[src/rtl/sw_debounce_pkg.sv]
// ---------------------------------------------------------------------------
// sw_debounce_pkg
// Shared constants and helpers for the slide-switch input conditioner.
//   SW_DEBOUNCE_DEFAULT_CYCLES : stable cycles needed before a new level is
//                                accepted (10 ms at 100 MHz)
//   SW_SYNC_DEFAULT_STAGES     : default synchronizer depth
//   sw_cnt_width()             : stability counter width for a cycle count
// No ports (package).
// ---------------------------------------------------------------------------
package sw_debounce_pkg;

    localparam int SW_DEBOUNCE_DEFAULT_CYCLES = 1_000_000;
    localparam int SW_SYNC_DEFAULT_STAGES     = 2;

    // The counter must be able to hold DEBOUNCE_CYCLES-1. Sizing it for
    // cycles+1 values keeps a spare code and never yields a zero width.
    function automatic int sw_cnt_width(input int cycles);
        if (cycles < 1)
            return 1;
        return $clog2(cycles + 1);
    endfunction

endpackage

[src/rtl/sw_debounce_bit.sv]
// ---------------------------------------------------------------------------
// sw_debounce_bit
// One switch channel: synchronizer chain, stability counter, stable level
// register and (optionally) registered rise/fall pulses.
// Build option: SW_DEBOUNCE_EDGE_EN builds the edge pulse flops and the
// 'accept' port; without it rise/fall are constant 0.
// Ports:
//   clk    : system clock
//   rst    : synchronous active-high reset
//   din    : raw asynchronous switch level
//   level  : debounced level
//   rise   : one-cycle pulse on an accepted 0->1 change
//   fall   : one-cycle pulse on an accepted 1->0 change
//   accept : (edge build only) combinational "level changes on this edge",
//            used by the top to register change_o alongside rise/fall
// ---------------------------------------------------------------------------
module sw_debounce_bit
    import sw_debounce_pkg::*;
#(
    parameter int SYNC_STAGES     = SW_SYNC_DEFAULT_STAGES,
    parameter int DEBOUNCE_CYCLES = SW_DEBOUNCE_DEFAULT_CYCLES
) (
    input  logic clk,
    input  logic rst,
    input  logic din,
    output logic level,
    output logic rise,
    output logic fall
`ifdef SW_DEBOUNCE_EDGE_EN
    ,
    output logic accept
`endif
);

    localparam int CW = sw_cnt_width(DEBOUNCE_CYCLES);

    logic [SYNC_STAGES-1:0] syncChain;
    logic                   syncLevel;
    logic [CW-1:0]          stableCnt;
    logic                   take;

    assign syncLevel = syncChain[SYNC_STAGES-1];

    // The level flips on the edge where the synchronized input has differed
    // from the stable level for the whole window (counter at its last value).
    assign take = (syncLevel != level) && (stableCnt == CW'(DEBOUNCE_CYCLES - 1));

    // Metastability chain; the raw input enters at bit 0.
    always_ff @(posedge clk) begin
        if (rst)
            syncChain <= '0;
        else
            syncChain <= {syncChain[SYNC_STAGES-2:0], din};
    end

    // Stability counter and accepted level. Any agreement between the
    // synchronized input and the level clears the count, so a bounce
    // restarts the full window.
    always_ff @(posedge clk) begin
        if (rst) begin
            level     <= 1'b0;
            stableCnt <= '0;
        end else if (syncLevel == level) begin
            stableCnt <= '0;
        end else if (take) begin
            level     <= syncLevel;
            stableCnt <= '0;
        end else begin
            stableCnt <= stableCnt + CW'(1);
        end
    end

`ifdef SW_DEBOUNCE_EDGE_EN
    assign accept = take;

    // Edge pulses are registered on the same edge that updates the level.
    always_ff @(posedge clk) begin
        if (rst) begin
            rise <= 1'b0;
            fall <= 1'b0;
        end else begin
            rise <= take & syncLevel;
            fall <= take & ~syncLevel;
        end
    end
`else
    assign rise = 1'b0;
    assign fall = 1'b0;
`endif

endmodule

[src/rtl/sw_debounce.sv]
// ---------------------------------------------------------------------------
// sw_debounce
// Synchronizes and debounces WIDTH slide-switch lines independently and
// reports clean levels plus single-cycle rise/fall pulses.
// Build option: SW_DEBOUNCE_EDGE_EN enables rise_o/fall_o/change_o; when
// undefined they are tied to 0 and sw_o behaves identically.
// Ports:
//   clk      : system clock
//   rst      : synchronous active-high reset
//   sw_i     : raw switch levels (asynchronous)
//   sw_o     : debounced levels
//   rise_o   : per-bit one-cycle pulse on accepted 0->1
//   fall_o   : per-bit one-cycle pulse on accepted 1->0
//   change_o : OR of all rise_o|fall_o bits, aligned with those pulses
// ---------------------------------------------------------------------------
module sw_debounce
    import sw_debounce_pkg::*;
#(
    parameter int WIDTH           = 16,
    parameter int SYNC_STAGES     = SW_SYNC_DEFAULT_STAGES,
    parameter int DEBOUNCE_CYCLES = SW_DEBOUNCE_DEFAULT_CYCLES
) (
    input  logic             clk,
    input  logic             rst,
    input  logic [WIDTH-1:0] sw_i,
    output logic [WIDTH-1:0] sw_o,
    output logic [WIDTH-1:0] rise_o,
    output logic [WIDTH-1:0] fall_o,
    output logic             change_o
);

`ifdef SW_DEBOUNCE_EDGE_EN
    logic [WIDTH-1:0] acceptVec;
`endif

    for (genvar i = 0; i < WIDTH; i++) begin : g_bit
        sw_debounce_bit #(
            .SYNC_STAGES     (SYNC_STAGES),
            .DEBOUNCE_CYCLES (DEBOUNCE_CYCLES)
        ) u_bit (
            .clk    (clk),
            .rst    (rst),
            .din    (sw_i[i]),
            .level  (sw_o[i]),
            .rise   (rise_o[i]),
            .fall   (fall_o[i])
`ifdef SW_DEBOUNCE_EDGE_EN
            ,
            .accept (acceptVec[i])
`endif
        );
    end

`ifdef SW_DEBOUNCE_EDGE_EN
    // Reduced from the channels' pre-register accept terms so change_o lands
    // on the same edge as the registered rise/fall pulses.
    always_ff @(posedge clk) begin
        if (rst)
            change_o <= 1'b0;
        else
            change_o <= |acceptVec;
    end
`else
    assign change_o = 1'b0;
`endif

endmodule

[config.mk]
export PLATFORM = sky130hd
export DESIGN_NAME = sw_debounce
export DESIGN_NICKNAME = d
export VERILOG_FILES = /design/src/rtl/sw_debounce_pkg.sv /design/src/rtl/sw_debounce_bit.sv /design/src/rtl/sw_debounce.sv
export SDC_FILE = /design/constraint.sdc
export NUM_CORES = 1
export LEC_CHECK = 0
export ABC_CLOCK_PERIOD_IN_PS = 2800
export CAP_MARGIN = 25
export CORE_MARGIN = 3
export CORE_UTILIZATION = 55
export CTS_BUF_LIST = sky130_fd_sc_hd__clkbuf_8
export DETAILED_ROUTE_END_ITERATION = 8
export HOLD_SLACK_MARGIN = 0.15
export PLACE_DENSITY = 0.79
export SLEW_MARGIN = 40
export SYNTH_ARGS = -nofsm -noshare
export SYNTH_HDL_FRONTEND = slang
export SYNTH_SLANG_ARGS = --single-unit
[constraint.sdc]
create_clock -name clk -period 2.8 [get_ports clk]
set_input_delay 0.56 -clock clk [delete_from_list [all_inputs] [get_ports clk]]
set_output_delay 0.56 -clock clk [all_outputs]
set_load 0.03 [all_outputs]
==> results.tsv <==
stage	metric	value	unit
run_status	run status	finished, final reports clean	
min_path	HP Start	g_bit[6].u_bit.syncChain[0]	
timing	Tmin final	2.292	ns
setup_path	crit path from	g_bit[1].u_bit.stableCnt[0]	
routing	Post-Route WL	30.68	mm
logic_synthesis	mapped cell area	16410	sq um
setup_path	WP data required	3.29	ns
timing	headroom to the max-slew limit	55.13	%
setup_path	Setup Crit Path Kind	reg2reg	
clocking	CTS max path bufs	3	
grt	total grt overflow	0	
cells_and_area	final core utilization	62.25	%
floorplan	row cnt	62	
routing	drt wl/cell	12.97	um
floorplan	Die H	178.7	um
place	GP Congestion	0.8227	
routing	DRC errors left	0	
clocking	Hold Buf Count CTS	0	
cells_and_area	Nets	1974	
grt	initial antenna violation count	0	
clocking	CTS root buf	clkbuf_8	
clocking	clock latency on the worst-skew pair	0.60	ns
place	number of buffers added on ports	33	
power	clock share of power	45.2	%
timing	Fin Clk Skew	0.02622	ns
cells_and_area	layout cells sized above 1	6.714	%
logic_synthesis	Syn Inst Count	1898	
power	Pint	7.841	mW
routing	Post-DRT Antenna Nets	0	
clocking	H-tree lvl count	2	
floorplan	area of the core	29090	sq um
setup_path	crit-path max FO	10	
logic_synthesis	EDFF count, synth	0	
clocking	clock sink count	368	
routing	initial DRC count	729	
clocking	Post-CTS Setup Bufs	0	
clocking	clock buffer count from CTS	59	
logic_synthesis	top cells by area, synth	dfxtp_1 (45%), xnor2_1 (6.0%), nor2_1 (5.7%)	
cells_and_area	Antenna diodes	0	
logic_synthesis	Post-synth top flop	dfxtp_1	
timing	final number of hold-violating endpoints	0	
logic_synthesis	area share of the largest cell type after synthesis	44.90	%
power	NetSw	2.154	mW
clocking	Post-CTS Resized	0	
setup_path	R2R Path Start	g_bit[1].u_bit.stableCnt[0]	
timing	Slew Viols, Final	0	
floorplan	die area	31940	sq um
power	total power divided by cell area	552.0	nW/um^2
place	DP HPWL	20.71	mm
timing	Fin Setup TNS	0	ns
logic_synthesis	Unique masters post-synth	50	
setup_path	Startpoint Class	flip-flop	
routing	via count	13190	
floorplan	Initial Util	56.41	%
logic_synthesis	Synth Warn #	0	
routing	detailed-router iteration count before antenna repair	5	
logic_synthesis	#FFs+latches synth	368	
timing	endpoints failing setup	0	
timing	crit share post-route	81.85	%
grt	largest net degree at the start of global routing	22	
power	VDD IR-drop max	0.3273	mV
floorplan	Die X	178.7	um
logic_synthesis	Synth Area per Inst	8.646	sq um
min_path	Hold/Removal Path Class	reg2reg	
clocking	CTS tree	built	
power	Sw Ratio	21.55	%
floorplan	I/O pin cnt	67	
setup_path	crit path capture type	flip-flop	
timing	Slew @ Worst Pin	0.6685	ns
power	Pleak	5.513	nW
timing	fmax	436.4	MHz
cells_and_area	area grow syn2layout	10.35	%
grt	global-route wire length before repair	53.56	mm
grt	GRT Overall Usage	19.17	%
grt	vias in the first global route	12340	
power	Flop pwr share	52.9	%
logic_synthesis	sequential-to-total area share from yosys stat	44.90	%
logic_synthesis	Yosys top cell by area	dfxtp_1	
timing	RSZ-0062 raised after global routing	no	
routing	DR vias/cell	5.577	
setup_path	Worst EP arrival	2.78	ns
power	logic gate share of total power	1.9	%
cells_and_area	Fillers	2444	
job	max_cap viols	0	
clocking	CTS clk-pin slew, worst paths	0.06	ns
logic_synthesis	FFs w/ async S/R, synth	0	%
## synthesized netlist by cell type, drive strengths merged (2+ instances only)
master  number
dfxtp      368
nor2       251
o21a         6
or4         61
nor4b       12
and2        11
inv         67
ha          16
a31o         3
nand2       97
nor3b        3
or4b        10
clkbuf      45
nand4b      11
buf         64
nor4bb       2
nand4       74
nand2b       3
nor2b       35
xnor2      112
o31ai       39
nand3b       3
o21ai       79
or3         63
nor4        35
xor2        94
nand3      116
nor3        38
and4        28
a21oi      108
and3        28
o21ba        6
or2          4
## critical path, stage by stage, from the launching register on
cell	delay, ns
dfxtp_1	0.39
ha_1	0.21
nand3_1	0.26
or4_1	0.64
o21ai_1	0.38
buf_4	0.25
nor2_1	0.06
## stage by stage
step	hold slack [ns]	total power, mW	setup slack (ns)	area [sq um]	cells
final	0.4364	9.995	0.5083	18110	2365
after global routing	0.4524	10.38	0.3432	18110	2365
after CTS	0.4433	10.15	0.4972	18100	2365
after detailed placement	0.4266	5.589	0.5243	16900	2263
after global placement	0.4158	5.584	0.6382	16900	2263
after floorplan	0.4138	5.565	0.8475	16530	1930
## logic make-up (layout without fill, tap and decap cells)
| family | count (synthesis) | in the layout | share of synthesized area [%] |
|---|---|---|---|
| xor+xnor | 206 | 206 | 11.00 |
| flops | 368 | 368 | 44.90 |
| buf+inv | 176 | 227 | 5.314 |
| other cells | 1 | 33 | 0.02285 |
| simple gates | 888 | 888 | 29.08 |
| fa+ha+maj | 16 | 16 | 1.220 |
| compound gates | 243 | 243 | 8.471 |
## power groups by stage
stage,clock [mW],sequential (mW),combinational (mW)
3_5_place_dp,0,5.40,0.191
5_1_grt,4.89,5.28,0.212
6_report,4.52,5.28,0.192
4_1_cts,4.67,5.28,0.192
3_3_place_gp,0,5.40,0.188
2_1_floorplan,0,5.39,0.172
## area by class of cell
type	count	area, sq um	area share [%]
clock inverter	22	93.84	0.5182
tap	384	480.5	2.653
sequential	368	7367	40.69
inverter	67	251.5	1.389
timing repair buffer	58	513.0	2.833
clock buffer	80	1101	6.081
multi-input combinational	1386	8300	45.84
## cells in the final DEF, fill, tap and decap left out, types with 34 or more instances in the layout
cell / instances
a21oi_1: 107
clkbuf_8: 80
dfxtp_1: 368
inv_1: 85
nand2_1: 97
nand3_1: 116
nand4_1: 73
nor2_1: 251
nor2b_1: 35
nor3_1: 38
nor4_1: 34
o21ai_0: 64
o31ai_1: 39
or3_1: 63
or4_1: 59
xnor2_1: 112
xor2_1: 94
## registers in the layout, indices dropped and copies added, names as in the netlist
signal	count
g_bit.u_bit.stableCnt	320
g_bit.u_bit.syncChain	32
g_bit.u_bit.level	16
## path summary, 6_finish.rpt
check	to	slack, ns	cells after the start
max	g_bit[1].u_bit.stableCnt[10]	0.51	6
min	g_bit[6].u_bit.syncChain[1]	0.44	1
max reg2reg	g_bit[1].u_bit.stableCnt[10]	0.51	6
min reg2reg	g_bit[6].u_bit.syncChain[1]	0.44	1
## layer usage
layer,track usage [%],part of all wire (%),vias up
li1,-,-,6718
met1,24.69,46,6200
met2,32.77,48,220
met3,3.515,4.3,52
met4,5.844,1.8,0
met5,0,0,-
Power figures use the tool's default switching activity.
